--- src/rtl/cmd_frame_parser.sv ---
// Sync-word hunting command-frame parser: header capture, payload buffer,
// checksum check, one-hot channel routing and valid/ready frame hand-off.
module cmd_frame_parser #(
  parameter int          SYNC_BYTES = 4,
  parameter logic [31:0] SYNC_WORD  = 32'hAA995566,
  parameter int          MAX_LEN    = 16,
  parameter int          CKSUM_MODE = 0,
  parameter int          NCH        = 4,
  parameter int          TIMEOUT    = 4096,
  localparam int         AW = (MAX_LEN > 1) ? $clog2(MAX_LEN) : 1
) (
  input  logic           clk,
  input  logic           rst_b,
  input  logic           rx_valid,
  input  logic [7:0]     rx_data,
  output logic           frm_valid,
  input  logic           frm_ready,
  output logic [7:0]     frm_cmd,
  output logic [7:0]     frm_dev,
  output logic [7:0]     frm_len,
  output logic [NCH-1:0] frm_chan,
  input  logic [AW-1:0]  pay_addr,
  output logic [7:0]     pay_data,
  output logic           err_cksum,
  output logic           err_len,
  output logic           err_tmo,
  output logic [15:0]    good_cnt,
  output logic [15:0]    bad_cnt
);

  localparam int SW = SYNC_BYTES * 8;
  localparam int TW = $clog2(TIMEOUT + 1);
  localparam logic [TW-1:0] TLAST = TW'(TIMEOUT - 1);
  localparam logic [7:0] MAXL = 8'(MAX_LEN);
  localparam logic [SW-1:0] SYNC = SYNC_WORD[SW-1:0];

  typedef enum logic [2:0] {
    S_HUNT,
    S_CMD,
    S_DEV,
    S_LEN,
    S_PAY,
    S_CKS,
    S_HOLD
  } state_t;

  state_t          r_state;
  logic [SW-1:0]   r_sync;
  logic [7:0]      r_acc;
  logic [7:0]      r_idx;
  logic [TW-1:0]   r_idle;
  logic            r_valid;
  logic [7:0]      r_cmd;
  logic [7:0]      r_dev;
  logic [7:0]      r_len;
  logic [NCH-1:0]  r_chan;
  logic [7:0]      r_pay;
  logic            r_err_cks;
  logic            r_err_len;
  logic            r_err_tmo;
  logic [15:0]     r_good;
  logic [15:0]     r_bad;
  logic [7:0]      r_buf [0:(1<<AW)-1];

  logic [SW-1:0]   w_sync_nx;
  logic            w_hit;
  logic [7:0]      w_acc_nx;
  logic            w_in_frame;
  logic            w_tmo;
  logic            w_buf_we;
  logic [NCH-1:0]  w_chan;

  if (SYNC_BYTES == 1) begin : g_s1
    assign w_sync_nx = rx_data;
  end else begin : g_sn
    assign w_sync_nx = {r_sync[SW-9:0], rx_data};
  end

  assign w_hit      = (w_sync_nx == SYNC);
  assign w_acc_nx   = (CKSUM_MODE != 0) ? (r_acc ^ rx_data)
                                        : (r_acc + rx_data);
  assign w_in_frame = (r_state == S_CMD) || (r_state == S_DEV) ||
                      (r_state == S_LEN) || (r_state == S_PAY) ||
                      (r_state == S_CKS);
  // Expiry takes priority over a byte landing in the same cycle.
  assign w_tmo      = w_in_frame && (r_idle == TLAST);
  assign w_buf_we   = rst_b && !w_tmo && rx_valid &&
                      (r_state == S_PAY);

  always_comb begin
    w_chan = '0;
    for (int i = 0; i < NCH; i++) begin
      w_chan[i] = (rx_data == 8'(i));
    end
  end

  function automatic logic [15:0] sat16(input logic [15:0] v);
    return (v == 16'hFFFF) ? v : v + 16'd1;
  endfunction

  always_ff @(posedge clk) begin
    if (w_buf_we) r_buf[r_idx[AW-1:0]] <= rx_data;
  end

  always_ff @(posedge clk) begin
    if (!rst_b) begin
      r_state   <= S_HUNT;
      r_sync    <= '0;
      r_acc     <= '0;
      r_idx     <= '0;
      r_idle    <= '0;
      r_valid   <= 1'b0;
      r_cmd     <= '0;
      r_dev     <= '0;
      r_len     <= '0;
      r_chan    <= '0;
      r_pay     <= '0;
      r_err_cks <= 1'b0;
      r_err_len <= 1'b0;
      r_err_tmo <= 1'b0;
      r_good    <= '0;
      r_bad     <= '0;
    end else begin
      r_err_cks <= 1'b0;
      r_err_len <= 1'b0;
      r_err_tmo <= 1'b0;
      r_pay     <= r_buf[pay_addr];
      if (!w_in_frame || rx_valid) r_idle <= '0;
      else                         r_idle <= r_idle + 1'b1;
      if (w_tmo) begin
        r_state   <= S_HUNT;
        r_idle    <= '0;
        r_err_tmo <= 1'b1;
        r_bad     <= sat16(r_bad);
      end else begin
        unique case (r_state)
          S_HUNT: if (rx_valid) begin
            if (w_hit) begin
              r_sync  <= '0;
              r_acc   <= '0;
              r_state <= S_CMD;
            end else begin
              r_sync  <= w_sync_nx;
            end
          end
          S_CMD: if (rx_valid) begin
            r_cmd   <= rx_data;
            r_acc   <= w_acc_nx;
            r_state <= S_DEV;
          end
          S_DEV: if (rx_valid) begin
            r_dev   <= rx_data;
            r_chan  <= w_chan;
            r_acc   <= w_acc_nx;
            r_state <= S_LEN;
          end
          S_LEN: if (rx_valid) begin
            if (rx_data > MAXL) begin
              r_err_len <= 1'b1;
              r_bad     <= sat16(r_bad);
              r_state   <= S_HUNT;
            end else begin
              r_len   <= rx_data;
              r_acc   <= w_acc_nx;
              r_idx   <= '0;
              r_state <= (rx_data == 8'd0) ? S_CKS : S_PAY;
            end
          end
          S_PAY: if (rx_valid) begin
            r_acc <= w_acc_nx;
            r_idx <= r_idx + 8'd1;
            if (r_idx == r_len - 8'd1) r_state <= S_CKS;
          end
          S_CKS: if (rx_valid) begin
            if (rx_data == r_acc) begin
              r_valid <= 1'b1;
              r_good  <= sat16(r_good);
              r_state <= S_HOLD;
            end else begin
              r_err_cks <= 1'b1;
              r_bad     <= sat16(r_bad);
              r_state   <= S_HUNT;
            end
          end
          S_HOLD: if (frm_ready) begin
            r_valid <= 1'b0;
            r_state <= S_HUNT;
          end
          default: r_state <= S_HUNT;
        endcase
      end
    end
  end

  assign frm_valid = r_valid;
  assign frm_cmd   = r_cmd;
  assign frm_dev   = r_dev;
  assign frm_len   = r_len;
  assign frm_chan  = r_chan;
  assign pay_data  = r_pay;
  assign err_cksum = r_err_cks;
  assign err_len   = r_err_len;
  assign err_tmo   = r_err_tmo;
  assign good_cnt  = r_good;
  assign bad_cnt   = r_bad;

endmodule

--- config.mk ---
export PLATFORM = sky130hd
export DESIGN_NAME = cmd_frame_parser
export DESIGN_NICKNAME = d
export VERILOG_FILES = /design/src/rtl/cmd_frame_parser.sv
export SDC_FILE = /design/constraint.sdc
export NUM_CORES = 1
export LEC_CHECK = 0
export ABC_AREA = 1
export CAP_MARGIN = 25
export CORE_ASPECT_RATIO = 0.8
export CORE_UTILIZATION = 59
export CTS_CLUSTER_SIZE = 12
export DETAILED_ROUTE_END_ITERATION = 10
export PLACE_DENSITY = 0.77
export SYNTH_ARGS = -nofsm -noshare
export SYNTH_HDL_FRONTEND = slang
export SYNTH_SLANG_ARGS = --single-unit
--- constraint.sdc ---
create_clock -name clk -period 3.5 [get_ports clk]
set_clock_uncertainty 0.2 [all_clocks]
set_input_delay 0.7 -clock clk [delete_from_list [all_inputs] [get_ports clk]]
set_output_delay 0.7 -clock clk [all_outputs]
set_load 0.01 [all_outputs]
==> metrics.txt, run 1 <==
# TYPE chip_impl_metric gauge
chip_impl_metric{name="routabilityCongestion",unit=""} 0.9370
chip_impl_info{name="clock_tree_from_tritoncts",value="done"} 1
chip_impl_metric{name="groute.usage.overall",unit="%"} 28.48
chip_impl_info{name="hold-path-endpoint",value="r_idle[0]$_SDFF_PP0_"} 1
chip_impl_metric{name="grt_pass1_wl",unit="microns"} 45150
chip_impl_metric{name="die_h",unit="microns"} 127.1
chip_impl_metric{name="edff_count_synth",unit=""} 128
chip_impl_metric{name="report.final.slew_viol_count",unit=""} 0
chip_impl_metric{name="number_of_distinct_library_cell_variants_in_the_gate_level_netlist_after_synthesis",unit=""} 45
chip_impl_metric{name="num_vias",unit=""} 9547
chip_impl_metric{name="drc",unit=""} 0
chip_impl_metric{name="die-width",unit="microns"} 158.3
chip_impl_metric{name="final_net_count",unit=""} 1432
chip_impl_metric{name="filler_cell_count_in_the_final_layout",unit=""} 1485
chip_impl_info{name="critical_path_class",value="in2reg"} 1
chip_impl_info{name="r2r_end",value="r_idx[4]$_SDFFE_PN0P_"} 1
chip_impl_metric{name="post_cts_hold_buffer_count",unit=""} 0
chip_impl_metric{name="drv.max_cap_violation_count",unit=""} 0
chip_impl_metric{name="worst_skew_pair.late_latency",unit="ps"} 530
chip_impl_info{name="yosys.area.top_type",value="edfxtp_1"} 1
chip_impl_metric{name="setup_buffers_after_cts",unit=""} 0
chip_impl_metric{name="synth.yosys.seq_area_share",unit="%"} 55.55
chip_impl_metric{name="largest_fanout_on_the_critical_path",unit=""} 10
chip_impl_info{name="hold_path_startpoint",value="r_idle[0]$_SDFF_PP0_"} 1
chip_impl_metric{name="start_util",unit="%"} 60.60
chip_impl_info{name="critical_path.startpoint_type",value="primary input"} 1
chip_impl_metric{name="synth_async_sr_flop_share",unit="%"} 0
chip_impl_metric{name="routed_antenna_nets",unit=""} 0
chip_impl_metric{name="hpwlAfterDp",unit="microns"} 18520
chip_impl_metric{name="dp_cells",unit=""} 1630
chip_impl_info{name="yosysMostFrequentCell",value="nand2_1"} 1
chip_impl_metric{name="period_needed",unit="ps"} 2843
chip_impl_metric{name="slew_headroom",unit="%"} 52.95
chip_impl_metric{name="post_synth.cell_area_avg",unit="sq um"} 8.912
chip_impl_metric{name="port_buffers",unit=""} 87
chip_impl_metric{name="synth_largest_type_area_fraction",unit="%"} 33.33
chip_impl_metric{name="synthesis.area",unit="sq um"} 11530
chip_impl_metric{name="count_of_placed_standard_cells_in_the_final_layout_fillers_left_out",unit=""} 1678
chip_impl_metric{name="fp.coreArea",unit="sq um"} 19030
chip_impl_info{name="outcome",value="finished, final reports clean"} 1
chip_impl_metric{name="post_route_cells_drive_above_1_share",unit="%"} 7.676
chip_impl_info{name="kind_of_capture_point_of_the_worst_setup_path",value="flop"} 1
chip_impl_metric{name="cts_resized",unit=""} 0
chip_impl_metric{name="synthesis.nets",unit=""} 1326
chip_impl_metric{name="worstPathArrival",unit="ps"} 3090
chip_impl_info{name="min-delay-path-class",value="reg2reg"} 1
chip_impl_metric{name="grt_antenna_before_repair",unit=""} 1
chip_impl_info{name="rsz_0062_raised_after_global_routing",value="no"} 1
chip_impl_metric{name="ant_diodes",unit=""} 0
chip_impl_metric{name="setup_viol_count_final",unit=""} 0
chip_impl_metric{name="rows",unit=""} 45
chip_impl_metric{name="areaGrowthSynthToFinish",unit="%"} 17.98
chip_impl_metric{name="max_freq",unit="MHz"} 351.8
chip_impl_info{name="ys_dominant_reg_cell",value="edfxtp_1"} 1
chip_impl_metric{name="powerDensity",unit="nW/um^2"} 441.0
chip_impl_metric{name="cts-htree-levels",unit=""} 1
chip_impl_metric{name="fin_tns_setup",unit="ps"} 0
chip_impl_info{name="synth_commonest_cells",value="nand2_1, nor2_1, dfxtp_1, edfxtp_1, a21oi_1"} 1
chip_impl_metric{name="via_count_of_the_first_global_routing_pass",unit=""} 8754
chip_impl_metric{name="clock_path_buffers",unit=""} 3
chip_impl_metric{name="design.portCount",unit=""} 88
chip_impl_metric{name="synth-seq-cells",unit=""} 256
chip_impl_info{name="cts_root_buffer",value="clkbuf_16"} 1
chip_impl_metric{name="avgViaCountPerCell",unit=""} 5.690
chip_impl_metric{name="worst_setup_hold_path_clk_slew",unit="ps"} 60
chip_impl_info{name="largest_cells_by_area_after_synthesis",value="edfxtp_1, dfxtp_1, nand2_1"} 1
chip_impl_metric{name="overflow",unit=""} 0
chip_impl_metric{name="route.detailed.wl_per_inst",unit="microns"} 16.88
chip_impl_metric{name="yosysWarningCount",unit=""} 0
chip_impl_metric{name="ff2ff_setup_slack",unit="ps"} 960
chip_impl_metric{name="final_min_period_over_clock_period",unit="%"} 81.22
chip_impl_metric{name="worst-slew-pin-transition",unit="ps"} 703.2
chip_impl_metric{name="drt_wl_total",unit="microns"} 28330
chip_impl_metric{name="numClockSinks",unit=""} 256
chip_impl_metric{name="finalHoldViolations",unit=""} 0
chip_impl_metric{name="detailedRoute.firstIterationViolations",unit=""} 951
chip_impl_info{name="timing.rr.start",value="r_idle[0]$_SDFF_PP0_"} 1
chip_impl_metric{name="die-area",unit="sq um"} 20110
chip_impl_metric{name="cts-buffers-inserted",unit=""} 26
chip_impl_metric{name="static-leakage-power",unit="nW"} 4.813
chip_impl_metric{name="grt_start_max_net_pins",unit=""} 65
chip_impl_metric{name="whs_path_depth",unit=""} 1
chip_impl_metric{name="r2r.worst_path.cells",unit=""} 12
chip_impl_metric{name="worstPathRequired",unit="ps"} 3750
chip_impl_metric{name="vdd.ir_drop.worst",unit="mV"} 0.3663
chip_impl_metric{name="postSynthCellCount",unit=""} 1294
chip_impl_metric{name="detail_route.first_pass.iterations",unit=""} 5
cells in the final DEF, fill, tap and decap left out, types with 36 or more instances in the layout:
| cell | netlist | layout |
|---|---|---|
| edfxtp_1 | 128 | 128 |
| nor3_1 | 36 | 36 |
| dfxtp_1 | 128 | 128 |
| nor2_1 | 169 | 169 |
| a21oi_1 | 105 | 105 |
| clkdlybuf4s50_1 | 0 | 86 |
| inv_1 | 86 | 86 |
| o21ai_0 | 82 | 82 |
| nand3_1 | 84 | 84 |
| nand2_1 | 232 | 232 |
| buf_4 | 7 | 43 |
critical path, cell delays in order:
cell and delay [ps]:
clkdlybuf4s50_1 560, ha_1 420, inv_1 100, nand2_1 50
nor3_1 210, nand3_1 210, inv_1 160, nand4_2 200
clkinv_1 240, nand2_1 80, a21oi_1 140
routing by layer:
layer / global-route usage [%] / share of wire (%) / up-vias
met5: 0 / 0.046 / -
met4: 7.579 / 2.1 / 2
met3: 4.953 / 8.3 / 53
met2: 45.59 / 47 / 382
met1: 40.11 / 43 / 4459
li1: - / - / 4651
sequential cells by signal, summed over array words and instances, names as in the netlist, 8 cells and up:
name,cells
r_buf,128
r_sync,24
bad_cnt,16
good_cnt,16
r_idle,13
frm_cmd,8
frm_dev,8
frm_len,8
pay_data,8
r_acc,8
r_idx,8
power by group:
part / internal (W) / switching, W
Sequential: 0.00316 / 0.0000103
Combinational: 0.0000972 / 0.000198
Clock: 0.00143 / 0.00110
final cells by class:
type | count | area (sq um) | area share (%)
clock inverter | 4 | 30.03 | 0.2207
clock buffer | 44 | 738.2 | 5.426
multi-input combinational | 888 | 4519 | 33.22
tap | 258 | 322.8 | 2.373
timing repair buffer | 132 | 1229 | 9.031
sequential | 256 | 6406 | 47.08
inverter | 96 | 360.3 | 2.649
stage by stage:
step,setup WS [ps],hold WS (ps),power [W],cell area [sq um],util [%]
detailed placement,184.5,239.1,0.003526,12840,67.46
CTS,726.3,247.3,0.006029,13610,71.49
finish,657.4,248.9,0.006000,13610,71.49
floorplan,959.5,217.5,0.003388,11530,-
global placement,291.3,228.1,0.003519,12840,67.46
global route,457.0,269.2,0.006184,13610,71.49
how the worst max path moves through the flow:
stage | from | endpoint | cells past startpoint
CTS | rx_data[3] | good_cnt[9]$_SDFFE_PN0P_ | 11
global route | rx_data[3] | good_cnt[9]$_SDFFE_PN0P_ | 11
finish | rx_data[3] | good_cnt[9]$_SDFFE_PN0P_ | 11
global placement | rx_data[3] | good_cnt[14]$_SDFFE_PN0P_ | 11
detailed placement | rx_data[3] | good_cnt[9]$_SDFFE_PN0P_ | 11
floorplan | rx_valid | r_buf[12][0]$_DFFE_PP_ | 5
kinds of logic (layout without fill, tap and decap cells):
logic type | Yosys count | count (layout) | share of synthesized area [%]
xor gates and xnor gates | 42 | 42 | 3.190
buffers and inverters | 150 | 276 | 5.262
and+or+nand+nor | 594 | 594 | 22.79
adders and majority gates | 16 | 16 | 1.801
DFF | 256 | 256 | 55.55
AOI/OAI and AO/OA | 236 | 236 | 11.40
(Power assumes the default switching activity.)
==> inputs of run 2 (changes only) <==
CORE_UTILIZATION = 53   (was 59)
PLACE_DENSITY = 0.73   (was 0.77)
clock period = 2.3 ns   (was 3.5 ns; I/O delays follow)
==> run 2 against run 1 <==
Net effect: core utilization shrank 3.8 points; sequential power is 52% higher; design area up 4.4%; via count up 2.4%; hold slack got worse by 1.2 ps; first-iteration DRC count down 15%; power increased by 55%; worst setup slack lost 610 ps; die area grew 11%; sequential share of layout area fell by 1.9 points; final cell count rose by 3.8%; critical endpoint is now good_cnt[10].
==> metrics.txt, run 2 (same netlist as run 1, synthesis figures left out) <==
# TYPE chip_impl_metric gauge
chip_impl_metric{name="post_route_cells_drive_above_1_share",unit="%"} 12.30
chip_impl_metric{name="fp.coreArea",unit="sq um"} 20990
chip_impl_metric{name="grt_pass1_wl",unit="microns"} 45670
chip_impl_metric{name="critPathBufInv",unit=""} 1
chip_impl_metric{name="setup_viol_count_final",unit=""} 0
chip_impl_info{name="layout.cells.most_common",value="nand2_1"} 1
chip_impl_metric{name="post_cts_hold_buffer_count",unit=""} 0
chip_impl_metric{name="die-width",unit="microns"} 166.9
chip_impl_metric{name="detail_route.first_pass.iterations",unit=""} 6
chip_impl_metric{name="period_needed",unit="ps"} 2249
chip_impl_info{name="outcome",value="finished, final reports clean"} 1
chip_impl_metric{name="count_of_placed_standard_cells_in_the_final_layout_fillers_left_out",unit=""} 1741
chip_impl_metric{name="worst_setup_hold_path_clk_slew",unit="ps"} 60
chip_impl_metric{name="final_net_count",unit=""} 1483
chip_impl_info{name="timing.rr.start",value="r_idle[0]$_SDFF_PP0_"} 1
chip_impl_metric{name="die-area",unit="sq um"} 22360
chip_impl_metric{name="grt_start_max_net_pins",unit=""} 62
chip_impl_metric{name="route.detailed.wl_per_inst",unit="microns"} 16.72
chip_impl_metric{name="largest_reg_flops",unit=""} 128
chip_impl_metric{name="dp_cells",unit=""} 1690
chip_impl_metric{name="cts-buffers-inserted",unit=""} 27
chip_impl_metric{name="via_count_of_the_first_global_routing_pass",unit=""} 8943
chip_impl_metric{name="groute.usage.overall",unit="%"} 25.41
chip_impl_metric{name="worstPathArrival",unit="ps"} 1590
chip_impl_metric{name="max_freq",unit="MHz"} 444.7
chip_impl_info{name="grt_busiest_layer",value="met2"} 1
chip_impl_metric{name="groute.layer.met3.usage",unit="%"} 3.895
chip_impl_metric{name="avgViaCountPerCell",unit=""} 5.617
chip_impl_metric{name="ff2ff_setup_slack",unit="ps"} 140
chip_impl_metric{name="hpwlAfterDp",unit="microns"} 19520
chip_impl_metric{name="overflow",unit=""} 0
chip_impl_metric{name="start_util",unit="%"} 54.93
chip_impl_metric{name="areaGrowthSynthToFinish",unit="%"} 23.20
chip_impl_metric{name="largest_fanout_on_the_critical_path",unit=""} 6
chip_impl_info{name="most-common-layout-cells",value="nand2_1, nor2_1, edfxtp_1, dfxtp_1, a21oi_1"} 1
chip_impl_info{name="critical_path.startpoint_type",value="flop"} 1
chip_impl_info{name="critical_path_class",value="reg2out"} 1
chip_impl_metric{name="report.final.slew_viol_count",unit=""} 0
chip_impl_metric{name="drc",unit=""} 0
chip_impl_metric{name="detailedRoute.firstIterationViolations",unit=""} 808
chip_impl_metric{name="cts-htree-levels",unit=""} 1
chip_impl_info{name="cpLargestDelayFamily",value="buffers and inverters"} 1
chip_impl_metric{name="holdWs",unit="ps"} 247.7
chip_impl_metric{name="ant_diodes",unit=""} 0
chip_impl_metric{name="layout_setup_ws",unit="ps"} 51.23
chip_impl_metric{name="design.portCount",unit=""} 88
chip_impl_info{name="critical_path.slowest_cell",value="clkdlybuf4s50_1"} 1
chip_impl_metric{name="worst-slew-pin-transition",unit="ps"} 377.3
chip_impl_metric{name="preCtsSetupSlack",unit="ps"} -562.9
chip_impl_metric{name="drt_wl_total",unit="microns"} 29110
chip_impl_metric{name="drv.max_cap_violation_count",unit=""} 0
chip_impl_info{name="worstSetupStartpoint",value="good_cnt[10]$_SDFFE_PN0P_"} 1
chip_impl_metric{name="static-leakage-power",unit="nW"} 5.149
chip_impl_info{name="min-delay-path-class",value="reg2reg"} 1
chip_impl_metric{name="rows",unit=""} 47
chip_impl_metric{name="slowest_stage_delay_cp",unit="ps"} 600
chip_impl_info{name="cts_root_buffer",value="clkbuf_16"} 1
chip_impl_metric{name="worst_skew_pair.late_latency",unit="ps"} 540
chip_impl_info{name="clock_tree_from_tritoncts",value="done"} 1
chip_impl_metric{name="finalHoldViolations",unit=""} 0
chip_impl_info{name="timing.critical_path.cells",value="clkdlybuf4s50_1"} 1
chip_impl_metric{name="die_h",unit="microns"} 133.9
chip_impl_metric{name="port_buffers",unit=""} 87
chip_impl_info{name="hold_path_startpoint",value="frm_valid$_SDFFE_PN0P_"} 1
chip_impl_metric{name="num_vias",unit=""} 9780
chip_impl_metric{name="routabilityCongestion",unit=""} 0.8800
chip_impl_metric{name="grt_antenna_before_repair",unit=""} 0
chip_impl_metric{name="routed_antenna_nets",unit=""} 0
chip_impl_info{name="kind_of_capture_point_of_the_worst_setup_path",value="output pin"} 1
chip_impl_metric{name="worstPathRequired",unit="ps"} 1640
chip_impl_metric{name="grt_util_met2",unit="%"} 41.45
chip_impl_metric{name="slew_headroom",unit="%"} 74.62
chip_impl_metric{name="clock_path_buffers",unit=""} 3
chip_impl_metric{name="vdd.ir_drop.worst",unit="mV"} 0.5153
chip_impl_metric{name="use_met1",unit="%"} 35.69
chip_impl_metric{name="numClockSinks",unit=""} 256
chip_impl_metric{name="powerDensity",unit="nW/um^2"} 654.0
chip_impl_metric{name="final_min_period_over_clock_period",unit="%"} 97.77
## run 2: final timing paths
| check | end | depth (start not counted) |
|---|---|---|
| setup / recovery | good_cnt[10] | 1 |
| hold / removal | frm_valid$_SDFFE_PN0P_ | 2 |
| setup reg to reg | r_sync[9]$_SDFFE_PN0P_ | 11 |
| hold reg to reg | frm_valid$_SDFFE_PN0P_ | 2 |
## run 2: worst register-to-register path: stages, from the launching register on
cell	delay, ps
dfxtp_1	340
ha_1	170
nand2_1	80
nor2_2	150
nand4_1	190
nor2_4	220
nor2_8	40
buf_4	190
nand2_4	250
nand2_1	80
o21ai_0	80
nor2_1	50
## run 2: final cells by class
class	count	area, sq um
clock buffers	42	742.0
clock inverters	8	58.81
fillers	1690	6787
inverters	96	360.3
multi-input cells	888	4597
flip-flops and latches	256	6414
well taps	269	336.6
repair buffers	182	1699
## run 2: routing by layer
metal | routed length [microns] | up-vias
met5 | 0 | -
met4 | 560 | 0
met3 | 2018 | 50
met2 | 13480 | 349
met1 | 13050 | 4603
li1 | - | 4778
## run 2: through the flow
stage	utilization [%]	power (W)	instance area, sq um	TNS [ps]
floorplan	-	0.005156	11530	-20480
global placement	63.38	0.005396	13310	-27070
detailed placement	63.38	0.005407	13310	-30250
CTS	67.19	0.009331	14110	0
global route	67.67	0.009555	14210	-21.99
finish	67.67	0.009292	14210	0
## run 2: repair_timing
action | CTS | global route
pin swaps | 0 | 4
buffers inserted | 0 | 1
gates resized for setup | 1 | 27
setup endpoints to repair | 3 | 201
## run 2: report_power, final
group	switching, W	internal (W)
Combinational	0.000314	0.000180
Clock	0.00175	0.00223
Sequential	0.0000150	0.00481
==> inputs of run 3 (changes only) <==
GPL_TIMING_DRIVEN = 1   (was default)
SKIP_CTS_REPAIR_TIMING = 1   (was default)
==> run 3 against run 2 <==
Net effect: hold slack stayed put; count of clock-buffer cells in the layout unchanged; critical path depth unchanged; worst setup slack unchanged; via count barely moved; largest cell class unchanged; combinational power about the same; flip-flop and latch count did not move; power about the same; final cell count stayed put; fmax did not move; die area did not move; global-route usage did not move.
==> metrics.txt, run 3 (same netlist as run 1, synthesis figures left out) <==
# TYPE chip_impl_metric gauge
chip_impl_metric{name="design.portCount",unit=""} 88
chip_impl_info{name="cpLargestDelayFamily",value="buffers and inverters"} 1
chip_impl_info{name="critical_path.slowest_cell",value="clkdlybuf4s50_1"} 1
chip_impl_metric{name="post_dp_cell_area",unit="sq um"} 13310
chip_impl_info{name="kind_of_capture_point_of_the_worst_setup_path",value="output pin"} 1
chip_impl_info{name="layout.cells.most_common",value="nand2_1"} 1
chip_impl_metric{name="routabilityCongestion",unit=""} 0.8800
chip_impl_metric{name="count_of_placed_standard_cells_in_the_final_layout_fillers_left_out",unit=""} 1741
chip_impl_metric{name="start_util",unit="%"} 54.93
chip_impl_metric{name="filler_cell_count_in_the_final_layout",unit=""} 1689
chip_impl_metric{name="powerDensity",unit="nW/um^2"} 653.9
chip_impl_metric{name="dp_cells",unit=""} 1690
chip_impl_metric{name="final_area",unit="sq um"} 14210
chip_impl_metric{name="die-width",unit="microns"} 166.9
chip_impl_metric{name="fp.coreArea",unit="sq um"} 20990
chip_impl_metric{name="utilization",unit="%"} 67.69
chip_impl_metric{name="num_vias",unit=""} 9771
chip_impl_metric{name="drc",unit=""} 0
chip_impl_metric{name="worstPathArrival",unit="ps"} 1590
chip_impl_metric{name="largest_reg_flops",unit=""} 128
chip_impl_metric{name="slew_headroom",unit="%"} 74.62
chip_impl_metric{name="vdd.ir_drop.worst",unit="mV"} 0.5153
chip_impl_metric{name="drt_wl_total",unit="microns"} 29110
chip_impl_metric{name="post-layout-total-power",unit="W"} 0.009293
chip_impl_metric{name="die_h",unit="microns"} 133.9
chip_impl_metric{name="slowest_stage_delay_cp",unit="ps"} 600
chip_impl_info{name="cts_root_buffer",value="clkbuf_16"} 1
chip_impl_metric{name="static-leakage-power",unit="nW"} 5.156
chip_impl_info{name="most-common-layout-cells",value="nand2_1, nor2_1, edfxtp_1, dfxtp_1, a21oi_1"} 1
chip_impl_metric{name="drv.max_cap_violation_count",unit=""} 0
chip_impl_metric{name="clock_path_buffers",unit=""} 3
chip_impl_metric{name="hpwlAfterDp",unit="microns"} 19520
chip_impl_metric{name="final_net_count",unit=""} 1483
chip_impl_metric{name="port_buffers",unit=""} 87
chip_impl_metric{name="numClockSinks",unit=""} 256
chip_impl_info{name="min-delay-path-class",value="reg2reg"} 1
chip_impl_metric{name="cts-buffers-inserted",unit=""} 27
chip_impl_metric{name="detailedRoute.firstIterationViolations",unit=""} 808
chip_impl_metric{name="avgViaCountPerCell",unit=""} 5.612
chip_impl_info{name="critical_path.startpoint_type",value="flop"} 1
chip_impl_metric{name="ant_diodes",unit=""} 0
chip_impl_metric{name="grt_pass1_wl",unit="microns"} 45670
chip_impl_metric{name="critPathBufInv",unit=""} 1
chip_impl_metric{name="via_count_of_the_first_global_routing_pass",unit=""} 8943
chip_impl_info{name="timing.critical_path.cells",value="clkdlybuf4s50_1"} 1
chip_impl_metric{name="regArea",unit="sq um"} 6414
chip_impl_metric{name="final_min_period_over_clock_period",unit="%"} 97.77
chip_impl_metric{name="routed_antenna_nets",unit=""} 0
chip_impl_info{name="outcome",value="finished, final reports clean"} 1
chip_impl_metric{name="fin_tns_setup",unit="ps"} 0
chip_impl_info{name="critical_path_class",value="reg2out"} 1
chip_impl_metric{name="worst-slew-pin-transition",unit="ps"} 377.3
chip_impl_metric{name="route.detailed.wl_per_inst",unit="microns"} 16.72
chip_impl_metric{name="rows",unit=""} 47
chip_impl_metric{name="period_needed",unit="ps"} 2249
chip_impl_metric{name="grt_antenna_before_repair",unit=""} 0
chip_impl_info{name="clock_tree_from_tritoncts",value="done"} 1
chip_impl_metric{name="worstPathRequired",unit="ps"} 1640
chip_impl_metric{name="worst_setup_hold_path_clk_slew",unit="ps"} 60
chip_impl_metric{name="detail_route.first_pass.iterations",unit=""} 7
chip_impl_metric{name="groute.usage.overall",unit="%"} 25.41
chip_impl_metric{name="worst_skew_pair.late_latency",unit="ps"} 540
chip_impl_metric{name="finalHoldViolations",unit=""} 0
chip_impl_metric{name="cts-htree-levels",unit=""} 1
chip_impl_metric{name="largest_fanout_on_the_critical_path",unit=""} 6
chip_impl_metric{name="areaGrowthSynthToFinish",unit="%"} 23.23
chip_impl_metric{name="die-area",unit="sq um"} 22360
chip_impl_metric{name="overflow",unit=""} 0
chip_impl_metric{name="setup_viol_count_final",unit=""} 0
chip_impl_metric{name="grt_start_max_net_pins",unit=""} 62
chip_impl_metric{name="report.final.slew_viol_count",unit=""} 0
chip_impl_metric{name="multi_input_comb_area",unit="sq um"} 4597
chip_impl_metric{name="post_route_cells_drive_above_1_share",unit="%"} 12.30
chip_impl_metric{name="max_freq",unit="MHz"} 444.7
## run 3: cell types whose count changed in the layout (fill, tap and decap cells not counted)
cell	previous run	this run
dlygate4sd2_1	1	0
dlymetal6s2s_1	2	3
## run 3: cell type report
type / instances / share of cell area [%]
repair buffers: 182 / 11.98
flip-flops and latches: 256 / 45.13
clock buffers: 42 / 5.221
well taps: 269 / 2.368
multi-input cells: 888 / 32.35
inverters: 96 / 2.536
clock inverters: 8 / 0.4138
## run 3: metrics by stage
| step | hold slack (ps) | worst slack, ps |
|---|---|---|
| floorplan | 217.5 | -239.7 |
| global placement | 230.2 | -543.4 |
| finish | 247.7 | 51.23 |
| global route | 261.7 | -17.18 |
| detailed placement | 241.0 | -562.9 |
| CTS | 248.6 | -23.12 |
## run 3: worst paths after layout
| kind | from | to | slack [ps] | cells after the start |
|---|---|---|---|---|
| setup / recovery | good_cnt[10]$_SDFFE_PN0P_ | good_cnt[10] | 50 | 1 |
| hold / removal | frm_valid$_SDFFE_PN0P_ | frm_valid$_SDFFE_PN0P_ | 250 | 2 |
| setup reg to reg | r_idle[0]$_SDFF_PP0_ | r_sync[9]$_SDFFE_PN0P_ | 140 | 11 |
| hold reg to reg | frm_valid$_SDFFE_PN0P_ | frm_valid$_SDFFE_PN0P_ | 250 | 2 |
## run 3: layer usage
layer | track usage [%] | part of all wire, % | routed length [microns] | vias up
li1 | - | - | - | 4778
met1 | 35.69 | 45 | 13040 | 4596
met2 | 41.45 | 46 | 13480 | 347
met3 | 3.895 | 7.0 | 2033 | 50
met4 | 6.173 | 1.9 | 559 | 0
met5 | 0 | 0 | 0 | -
## run 3: where the power goes
part | internal, W | leakage (nW) | switching (W)
Clock | 0.00223 | 0.375 | 0.00175
Combinational | 0.000180 | 2.59 | 0.000314
Sequential | 0.00481 | 2.19 | 0.0000150
Total | 0.00722 | 5.16 | 0.00208
